### config.mk
export PLATFORM = sky130hd
export DESIGN_NAME = gpio_arb_ctrl
export DESIGN_NICKNAME = d
export VERILOG_FILES = /design/src/rtl/gpio_pkg.sv /design/src/rtl/gpio_rr_arb.sv /design/src/rtl/gpio_arb_ctrl.sv
export SDC_FILE = /design/constraint.sdc
export NUM_CORES = 1
export LEC_CHECK = 0
export BUFFER_PORTS_ARGS = -buffer_cell sky130_fd_sc_hd__buf_2
export CAP_MARGIN = 10
export CORE_MARGIN = 2
export CORE_UTILIZATION = 43
export CTS_BUF_LIST = sky130_fd_sc_hd__clkbuf_4 sky130_fd_sc_hd__clkbuf_8 sky130_fd_sc_hd__clkbuf_16
export DETAILED_ROUTE_END_ITERATION = 7
export PLACE_DENSITY = 0.76
export SETUP_SLACK_MARGIN = 0.4
export SLEW_MARGIN = 30
export SYNTH_ARGS = -nofsm -noshare
export SYNTH_HDL_FRONTEND = slang
export SYNTH_HIERARCHICAL = 1
export SYNTH_SLANG_ARGS = --single-unit
### constraint.sdc
create_clock -name clk -period 1.5 [get_ports clk]
set_input_delay 0.075 -clock clk [delete_from_list [all_inputs] [get_ports clk]]
set_output_delay 0.075 -clock clk [all_outputs]
set_load 0.01 [all_outputs]
### src/rtl/gpio_pkg.sv
// Shared types and constants for the GPIO write arbiter / hex-digit scanner.
package gpio_pkg;

    typedef enum logic {
        IDLE = 1'b0,
        SCAN = 1'b1
    } state_e;

    localparam int CPU = 0;
    localparam int DBG = 1;

    localparam int NDIG_DEFAULT = 8;
    localparam int SW_W_DEFAULT = 18;

endpackage

### src/rtl/gpio_rr_arb.sv
// Two-requester round-robin arbiter. A registered grant pulse is issued one edge
// after an enabled request; win is the combinational choice for that same edge.
module gpio_rr_arb
    import gpio_pkg::*;
(
    input  logic       clk,
    input  logic       rst,
    input  logic       en,
    input  logic [1:0] req,
    output logic [1:0] gnt,
    output logic [1:0] win
);

    logic [1:0] gnt_q;
    logic       last_dbg_q;  // set when the debug port took the most recent grant

    always_comb begin
        win = 2'b00;
        if (en) begin
            case (req)
                2'b01:   win = 2'b01;
                2'b10:   win = 2'b10;
                2'b11:   win = last_dbg_q ? 2'b01 : 2'b10;
                default: win = 2'b00;
            endcase
        end
    end

    always_ff @(posedge clk or negedge rst) begin
        if (!rst) begin
            gnt_q      <= 2'b00;
            last_dbg_q <= 1'b1;
        end else begin
            gnt_q <= win;
            if (|win) begin
                last_dbg_q <= win[DBG];
            end
        end
    end

    assign gnt = gnt_q;

endmodule

### src/rtl/gpio_arb_ctrl.sv
// GPIO block: switch synchronizer with change pulse, arbitrated CPU/debug writes
// to a display register, and an NDIG-cycle hex-digit scan after every write.
module gpio_arb_ctrl
    import gpio_pkg::*;
#(
    parameter int SW_W = SW_W_DEFAULT,
    parameter int NDIG = NDIG_DEFAULT
) (
    input  logic            clk,
    input  logic            rst,
    input  logic [SW_W-1:0] sw_in,
    output logic [31:0]     gpio_in,
    output logic            sw_chg,
    input  logic            cpu_req,
    input  logic [31:0]     cpu_wdata,
    output logic            cpu_gnt,
    input  logic            dbg_req,
    input  logic [31:0]     dbg_wdata,
    output logic            dbg_gnt,
    output logic [31:0]     gpio_out,
    output logic            disp_valid,
    output logic [2:0]      disp_sel,
    output logic [3:0]      disp_digit
);

    logic [SW_W-1:0] sync1_q, sync2_q, sw_prev_q;
    state_e          state_q, state_d;
    logic [2:0]      sel_q, sel_d;
    logic [31:0]     out_q, out_d;
    logic [1:0]      req, gnt, win;
    logic [3:0]      nib [8];

    always_ff @(posedge clk or negedge rst) begin
        if (!rst) begin
            sync1_q   <= '0;
            sync2_q   <= '0;
            sw_prev_q <= '0;
        end else begin
            sync1_q   <= sw_in;
            sync2_q   <= sync1_q;
            sw_prev_q <= sync2_q;
        end
    end

    assign gpio_in = 32'(sync2_q);
    assign sw_chg  = (sync2_q != sw_prev_q);

    assign req = {dbg_req, cpu_req};

    gpio_rr_arb u_arb (
        .clk (clk),
        .rst (rst),
        .en  (state_q == IDLE),
        .req (req),
        .gnt (gnt),
        .win (win)
    );

    always_comb begin
        state_d = state_q;
        sel_d   = sel_q;
        out_d   = out_q;
        case (state_q)
            IDLE: begin
                if (|win) begin
                    state_d = SCAN;
                    sel_d   = 3'd0;
                    out_d   = win[DBG] ? dbg_wdata : cpu_wdata;
                end
            end
            SCAN: begin
                if (sel_q == 3'(NDIG - 1)) begin
                    state_d = IDLE;
                    sel_d   = 3'd0;
                end else begin
                    sel_d = sel_q + 3'd1;
                end
            end
        endcase
    end

    always_ff @(posedge clk or negedge rst) begin
        if (!rst) begin
            state_q <= IDLE;
            sel_q   <= 3'd0;
            out_q   <= 32'd0;
        end else begin
            state_q <= state_d;
            sel_q   <= sel_d;
            out_q   <= out_d;
        end
    end

    for (genvar gi = 0; gi < 8; gi++) begin : g_nib
        assign nib[gi] = out_q[4*gi +: 4];
    end

    assign cpu_gnt    = gnt[CPU];
    assign dbg_gnt    = gnt[DBG];
    assign gpio_out   = out_q;
    assign disp_valid = (state_q == SCAN);
    assign disp_sel   = sel_q;
    assign disp_digit = disp_valid ? nib[sel_q] : 4'h0;

endmodule

==> results of run 1 <==
==> stage by stage <==
step | std cells | power, mW | hold WS, ns | setup TNS (ns) | worst slack (ns)
global placement | 538 | 6.551 | -0.01433 | 0 | 0.08061
global route | 649 | 10.55 | 0.008054 | -9.260 | -0.5764
finish | 649 | 10.09 | -0.00009631 | -7.151 | -0.5238
CTS | 641 | 9.483 | 0.0001211 | -4.157 | -0.2722
detailed placement | 538 | 6.618 | -0.01201 | 0 | 0.04129
floorplan | 302 | 5.408 | -0.2206 | 0 | 0.04201
==> cells in the mapped netlist, drive strengths merged <==
cell,n,area share
a21boi,3,0.0071
dfstp,1,0.0071
xor2,4,0.0094
a221o,1,0.0027
ha,2,0.0067
conb,1,0.0010
o21ai,35,0.050
a21oi,5,0.0077
inv,6,0.0060
nand2,38,0.038
a221oi,3,0.0071
dfrtp,92,0.62
mux4,4,0.024
nor4,1,0.0017
xnor2,14,0.033
mux2i,40,0.11
nor3,3,0.0040
nor2,2,0.0020
nand4,4,0.0067
nor2b,1,0.0017
and3,1,0.0017
buf,26,0.051
a31o,1,0.0024
clkbuf,1,0.0020
==> where the power goes <==
part | internal, mW | switching [mW] | total (mW) | leakage, nW
clock | 0.850 | 0.979 | 1.83 | 0.107
combinational | 2.39 | 2.13 | 4.51 | 1.79
sequential | 3.07 | 0.680 | 3.75 | 1.11
==> cells by family (layout without fill, tap and decap cells) <==
logic type,count (synthesis),after routing,synth area share
muxes,44,44,0.1318
and+or+nand+nor,50,50,0.05614
AOI/OAI and AO/OA,48,48,0.07698
other,1,14,0.001007
DFF,93,93,0.6255
buffers and inverters,33,275,0.05950
xor gates and xnor gates,18,18,0.04235
adders and majority gates,2,2,0.006722
==> critical path: cells and delay by family, from the launching register on <==
| family | cells | cell delay, ns |
|---|---|---|
| flip-flops | 1 | 0.43 |
| multiplexers | 1 | 0.12 |
| AO/OA/AOI/OAI | 2 | 0.70 |
| buffers and inverters | 2 | 0.33 |
==> flip-flops by register name, indices dropped and copies added (netlist names) <==
signal / cells
gpio_out: 32
sw_prev_q: 18
sync1_q: 18
sync2_q: 18
disp_sel: 3
u_arb/gnt: 2
disp_valid: 1
u_arb/last_dbg_q: 1
==> final cells by class <==
cell class	instances	share of cell area
tap	105	0.02078
inverter	6	0.003958
timing repair buffer	253	0.3374
sequential	93	0.3689
multi-input combinational	176	0.2349
clock buffer	10	0.02177
clock inverter	6	0.01227
==> layer usage <==
metal  routed length [um]  part of all wire
met1                 4924              0.40
met2                 6529              0.53
met3                  611             0.049
met4                  336             0.027
met5                    0                 0
==> repair_timing <==
| action | CTS | global route |
|---|---|---|
| endpoints found under the hold margin | 130 | 1 |
| pin swaps | 26 | 20 |
| hold buffers | 52 | 1 |
| resized for setup | 82 | 39 |
| endpoints found under the setup margin | 45 | 46 |
| gates cloned | 11 | 0 |
| buffers inserted | 24 | 7 |
==> how the worst max path moves through the flow <==
stage / from / endpoint / slack [ns] / depth (start not counted)
6_report: disp_sel[2] / disp_digit[0] / -0.52 / 5
2_1_floorplan: disp_valid / gpio_out[2] / 0.04 / 7
3_3_place_gp: disp_sel[1] / disp_digit[1] / 0.08 / 4
3_5_place_dp: disp_valid / disp_sel[0] / 0.04 / 6
5_1_grt: disp_sel[2] / disp_digit[0] / -0.58 / 5
4_1_cts: disp_sel[2] / disp_digit[2] / -0.27 / 5
==> impl_metrics.env, run 1 <==
export IMPL_regToRegEndpoint="gpio_out[15]"
export IMPL_ant_nets=0
export IMPL_syn_avg_cell_area_um2=12.88
export IMPL_first_pass_iters=4
export IMPL_vias=3259
export IMPL_cp_slowest_cell="dfrtp_1"
export IMPL_detail_route_vias_per_cell=5.022
export IMPL_clk_latency_ns=0.36
export IMPL_ys_seq_area_frac=0.6255
export IMPL_antenna_found_initial=0
export IMPL_synth_warnings=6
export IMPL_dp_hpwl_um=6530
export IMPL_worstRegToRegCells=10
export IMPL_ios=161
export IMPL_violations="negative hold slack, negative setup slack"
export IMPL_fin_area_um2=6322
export IMPL_die_x_um=97.04
export IMPL_met1_usage=0.3184
export IMPL_start_util=0.4485
export IMPL_clock_skew_ns=0.01210
export IMPL_critical_path_max_stage_delay_ns=0.43
export IMPL_fin_util=0.7618
export IMPL_p_leak_nw=3.007
export IMPL_grt_util_met3=0.05202
export IMPL_grt_busiest_layer="met2"
export IMPL_grt_overflow=0
export IMPL_cp_required_ns=1.42
export IMPL_n_antenna_cell=0
export IMPL_ir_worst_vdd_mv=0.8467
export IMPL_critPathLaunchType="register"
export IMPL_min_period_ns=2.024
export IMPL_holdPathStages=3
export IMPL_ys_types=32
export IMPL_core_um2=8299
export IMPL_cts_path_max_buffers=2
export IMPL_fp_dieH_um=97.04
export IMPL_synth_seq_cells=93
export IMPL_nNetsFinal=627
export IMPL_htreeDepth=3
export IMPL_rrSetupSlack_ns=-0.21
export IMPL_area_delta_synth_final_pct=69.85
export IMPL_endpoint_kind="output port"
export IMPL_use_met2=0.4364
export IMPL_power_density_nw_per_um2=1596
export IMPL_crit_chain="buf_12, mux2i_1, a221oi_1, a21boi_2, buf_2"
export IMPL_rsz0062_at_grt="yes"
export IMPL_drt_drc_violations_left=0
export IMPL_regArea_um2=2332
export IMPL_holdWs_ns=-0.00009631
export IMPL_drv_cap=0
export IMPL_drtIter0Drc=200
export IMPL_worst_path_max_fanout=10
export IMPL_cts_root_buf="clkbuf_8"
export IMPL_grt_max_degree=46
export IMPL_hold_violations=1
export IMPL_fillers=484
export IMPL_drive_above_1_share=0.5276
export IMPL_final_cell_mix="141 x buf_2, 89 x dfrtp_1, 53 x dlygate4sd3_1"
export IMPL_status="finished with violations"
export IMPL_io_buffers=146
export IMPL_drv_slew=0
export IMPL_cts_tree="done"
export IMPL_place_area_um2=4627
export IMPL_r2r_start="disp_valid"
export IMPL_final_common_cell="buf_2"
export IMPL_max_freq_mhz=494.1
export IMPL_routedWlPerCell_um=19.11
export IMPL_grt_first_pass_wirelength_um=18350
export IMPL_finalSetupViolCount=41
export IMPL_hold_class="input pin to register"
export IMPL_hold_start="dbg_wdata[3]"
export IMPL_multiInputGateArea_um2=1485
export IMPL_rows=33
export IMPL_clk_pin_slew_ns=0.11
export IMPL_cts_sinks=93
export IMPL_cts_buffers=9
export IMPL_critPathKind="register to output port"
export IMPL_cp_data_arrival_time_ns=1.95
export IMPL_gp_congestion=0.7793
export IMPL_drt_total_wl_um=12400
export IMPL_holdPathEnd="gpio_out[3]"
export IMPL_fin_ws_ns=-0.5238
export IMPL_synthesis_instances=289
export IMPL_fin_crit_sh=1.349
export IMPL_syn_area_um2=3722
export IMPL_dieArea_um2=9417
export IMPL_grt_use_total=0.2539
export IMPL_grt_pass1_vias=3491
No activity file was read; power rests on OpenSTA's default activity.
==> run 2: changes to the inputs <==
--- a/config.mk
+++ b/config.mk
@@ -8,12 +8,12 @@
 export BUFFER_PORTS_ARGS = -buffer_cell sky130_fd_sc_hd__buf_2
 export CAP_MARGIN = 10
 export CORE_MARGIN = 2
-export CORE_UTILIZATION = 43
+export CORE_UTILIZATION = 47
 export CTS_BUF_LIST = sky130_fd_sc_hd__clkbuf_4 sky130_fd_sc_hd__clkbuf_8 sky130_fd_sc_hd__clkbuf_16
 export DETAILED_ROUTE_END_ITERATION = 7
-export PLACE_DENSITY = 0.76
+export PLACE_DENSITY = 0.79
+export REMOVE_ABC_BUFFERS = 1
 export SETUP_SLACK_MARGIN = 0.4
-export SLEW_MARGIN = 30
 export SYNTH_ARGS = -nofsm -noshare
 export SYNTH_HDL_FRONTEND = slang
 export SYNTH_HIERARCHICAL = 1
==> constraint.sdc (replaced) <==
create_clock -name clk -period 2.1 [get_ports clk]
set_input_delay 0.105 -clock clk [delete_from_list [all_inputs] [get_ports clk]]
set_output_delay 0.105 -clock clk [all_outputs]
set_load 0.01 [all_outputs]
==> run 2 against run 1 <==
The run now ends clean. Flip-flop and latch count unchanged. Via count decreased by 13%. Global-route usage decreased by 4.5 points. Total power decreased by 41%. Critical path depth unchanged. Count of clock-buffer cells in the layout unchanged. Core utilization decreased by 8.7 points. Clock power decreased by 42%. Hold slack improved by 0.032 ns. Clock skew decreased by 0.0026 ns. Largest cell class unchanged. Largest power group is now registers.
==> impl_metrics.env, run 2 (synthesis gave the netlist of run 1 again) <==
export IMPL_first_pass_iters=4
export IMPL_grt_overflow=0
export IMPL_maxSlewHeadroom=0.6480
export IMPL_power_density_nw_per_um2=1156
export IMPL_worstRegToRegCells=9
export IMPL_final_cells=583
export IMPL_p_leak_nw=2.518
export IMPL_worst_path_max_fanout=7
export IMPL_detail_route_vias_per_cell=4.844
export IMPL_max_freq_mhz=559.2
export IMPL_fin_crit_sh=0.8516
export IMPL_drtIter0Drc=54
export IMPL_htreeDepth=3
export IMPL_fp_dieH_um=93.00
export IMPL_grt_use_total=0.2090
export IMPL_power_mw=5.998
export IMPL_nNetsFinal=564
export IMPL_n_antenna_cell=0
export IMPL_grt_first_pass_wirelength_um=13770
export IMPL_min_period_ns=1.788
export IMPL_dieArea_um2=8648
export IMPL_cp_required_ns=2.00
export IMPL_gp_congestion=0.7754
export IMPL_largest_reg_flops=32
export IMPL_endpoint_kind="output port"
export IMPL_ir_worst_vdd_mv=0.6582
export IMPL_start_util=0.4842
export IMPL_drt_drc_violations_left=0
export IMPL_clk_latency_ns=0.34
export IMPL_cp_data_arrival_time_ns=1.68
export IMPL_status="finished, final reports clean"
export IMPL_cts_root_buf="clkbuf_8"
export IMPL_fillers=614
export IMPL_antenna_found_initial=0
export IMPL_critPathKind="register to output port"
export IMPL_dp_hpwl_um=5863
export IMPL_vias=2824
export IMPL_hold_class="input pin to register"
export IMPL_cts_tree="done"
export IMPL_cts_sinks=93
export IMPL_ios=161
export IMPL_final_cell_mix="145 x buf_2, 88 x dfrtp_1, 40 x mux2i_1"
export IMPL_drive_above_1_share=0.4532
export IMPL_ant_nets=0
export IMPL_dp_cells=530
export IMPL_regToRegEndpoint="gpio_out[4]"
export IMPL_drt_total_wl_um=8712
export IMPL_holdPathEnd="gpio_out[25]"
export IMPL_drv_cap=0
export IMPL_hold_start="cpu_wdata[25]"
export IMPL_r2r_start="disp_valid"
export IMPL_cts_buffers=9
export IMPL_area_delta_synth_final_pct=39.36
export IMPL_routedWlPerCell_um=14.94
export IMPL_rows=32
export IMPL_clk_pin_slew_ns=0.09
export IMPL_drv_slew=0
export IMPL_cts_path_max_buffers=2
export IMPL_rrSetupSlack_ns=0.48
export IMPL_hold_violations=0
export IMPL_die_x_um=93.00
export IMPL_finalSetupViolCount=0
export IMPL_grt_pass1_vias=2811
export IMPL_core_um2=7687
export IMPL_critPathLaunchType="register"
export IMPL_worst_slew_pin_slew_ns=0.5280
export IMPL_io_buffers=146
export IMPL_grt_max_degree=54
export IMPL_clock_skew_ns=0.009466
export IMPL_rsz0062_at_grt="yes"
export IMPL_final_common_cell="buf_2"
export IMPL_holdPathStages=3
[run 2: changes by cell type in the layout (fill, tap and decap cells not counted), sizes merged]
cell         previous run  this run
dlygate4sd3            53        19
buf                   200       169
clkinv                  1         5
inv                     9         6
bufinv                  1         0
clkbuf                 10        11
o21ai                  35        36
[run 2: worst max path at each step]
| stage | startpoint | to | slack, ns | cells after the start |
|---|---|---|---|---|
| CTS | disp_sel[2] | disp_digit[2] | 0.27 | 5 |
| global placement | disp_valid | disp_sel[0] | 0.23 | 6 |
| floorplan | disp_valid | gpio_out[0] | -2.35 | 6 |
| global route | disp_sel[2] | disp_digit[2] | 0.21 | 5 |
| detailed placement | disp_valid | disp_sel[0] | 0.14 | 6 |
| finish | disp_sel[2] | disp_digit[2] | 0.31 | 5 |
[run 2: per-layer routing]
layer  share of wire  GRT usage  vias up
met2            0.49     0.3484      113
li1                -          -     1338
met4           0.017    0.06495        0
met5               0          0        -
met1            0.42     0.2668     1361
met3           0.066    0.05882       12
[run 2: critical path, cell delays in order, from the launching register on]
cell and delay, ns:
dfrtp_2 0.50, buf_6 0.17, mux2i_1 0.12, a221oi_1 0.24, a21boi_2 0.18, buf_2 0.14
[run 2: final cells by class]
type                    instances  area (um2)  share of cell area
clock buffers                  10       131.4             0.02533
flip-flops and latches         93        2333              0.4498
multi-input cells             177        1311              0.2528
inverters                       6       27.53            0.005306
clock inverters                 6       47.55            0.009165
repair buffers                189        1209              0.2330
well taps                     102       127.6             0.02460
[run 2: stage by stage]
stage	worst slack (ns)	hold slack [ns]	instance area (um2)	utilization	setup TNS (ns)
floorplan	-2.347	-0.1906	3572	-	-83.45
global placement	0.2312	0.1103	4522	0.5882	0
detailed placement	0.1430	0.1198	4522	0.5882	0
CTS	0.2729	0.01254	5095	0.6628	0
global route	0.2099	0.008854	5187	0.6748	0
finish	0.3117	0.03170	5187	0.6748	0
[run 2: what timing repair did]
action | 4_1_cts | 5_1_grt
buffers inserted | 9 | 7
hold endpoints to repair | 58 | 0
hold buffers | 19 | 0
pin swaps | 6 | 3
endpoints found under the setup margin | 41 | 36
gates cloned | 2 | 0
resized for setup | 25 | 12
[run 2: power by group]
| part | internal [mW] | total [mW] | switching, mW | leakage (nW) |
|---|---|---|---|---|
| Clock | 0.452 | 1.06 | 0.611 | 0.0903 |
| Sequential | 2.20 | 2.56 | 0.369 | 1.11 |
| Combinational | 1.19 | 2.37 | 1.18 | 1.32 |
| Total | 3.84 | 6.00 | 2.16 | 2.52 |
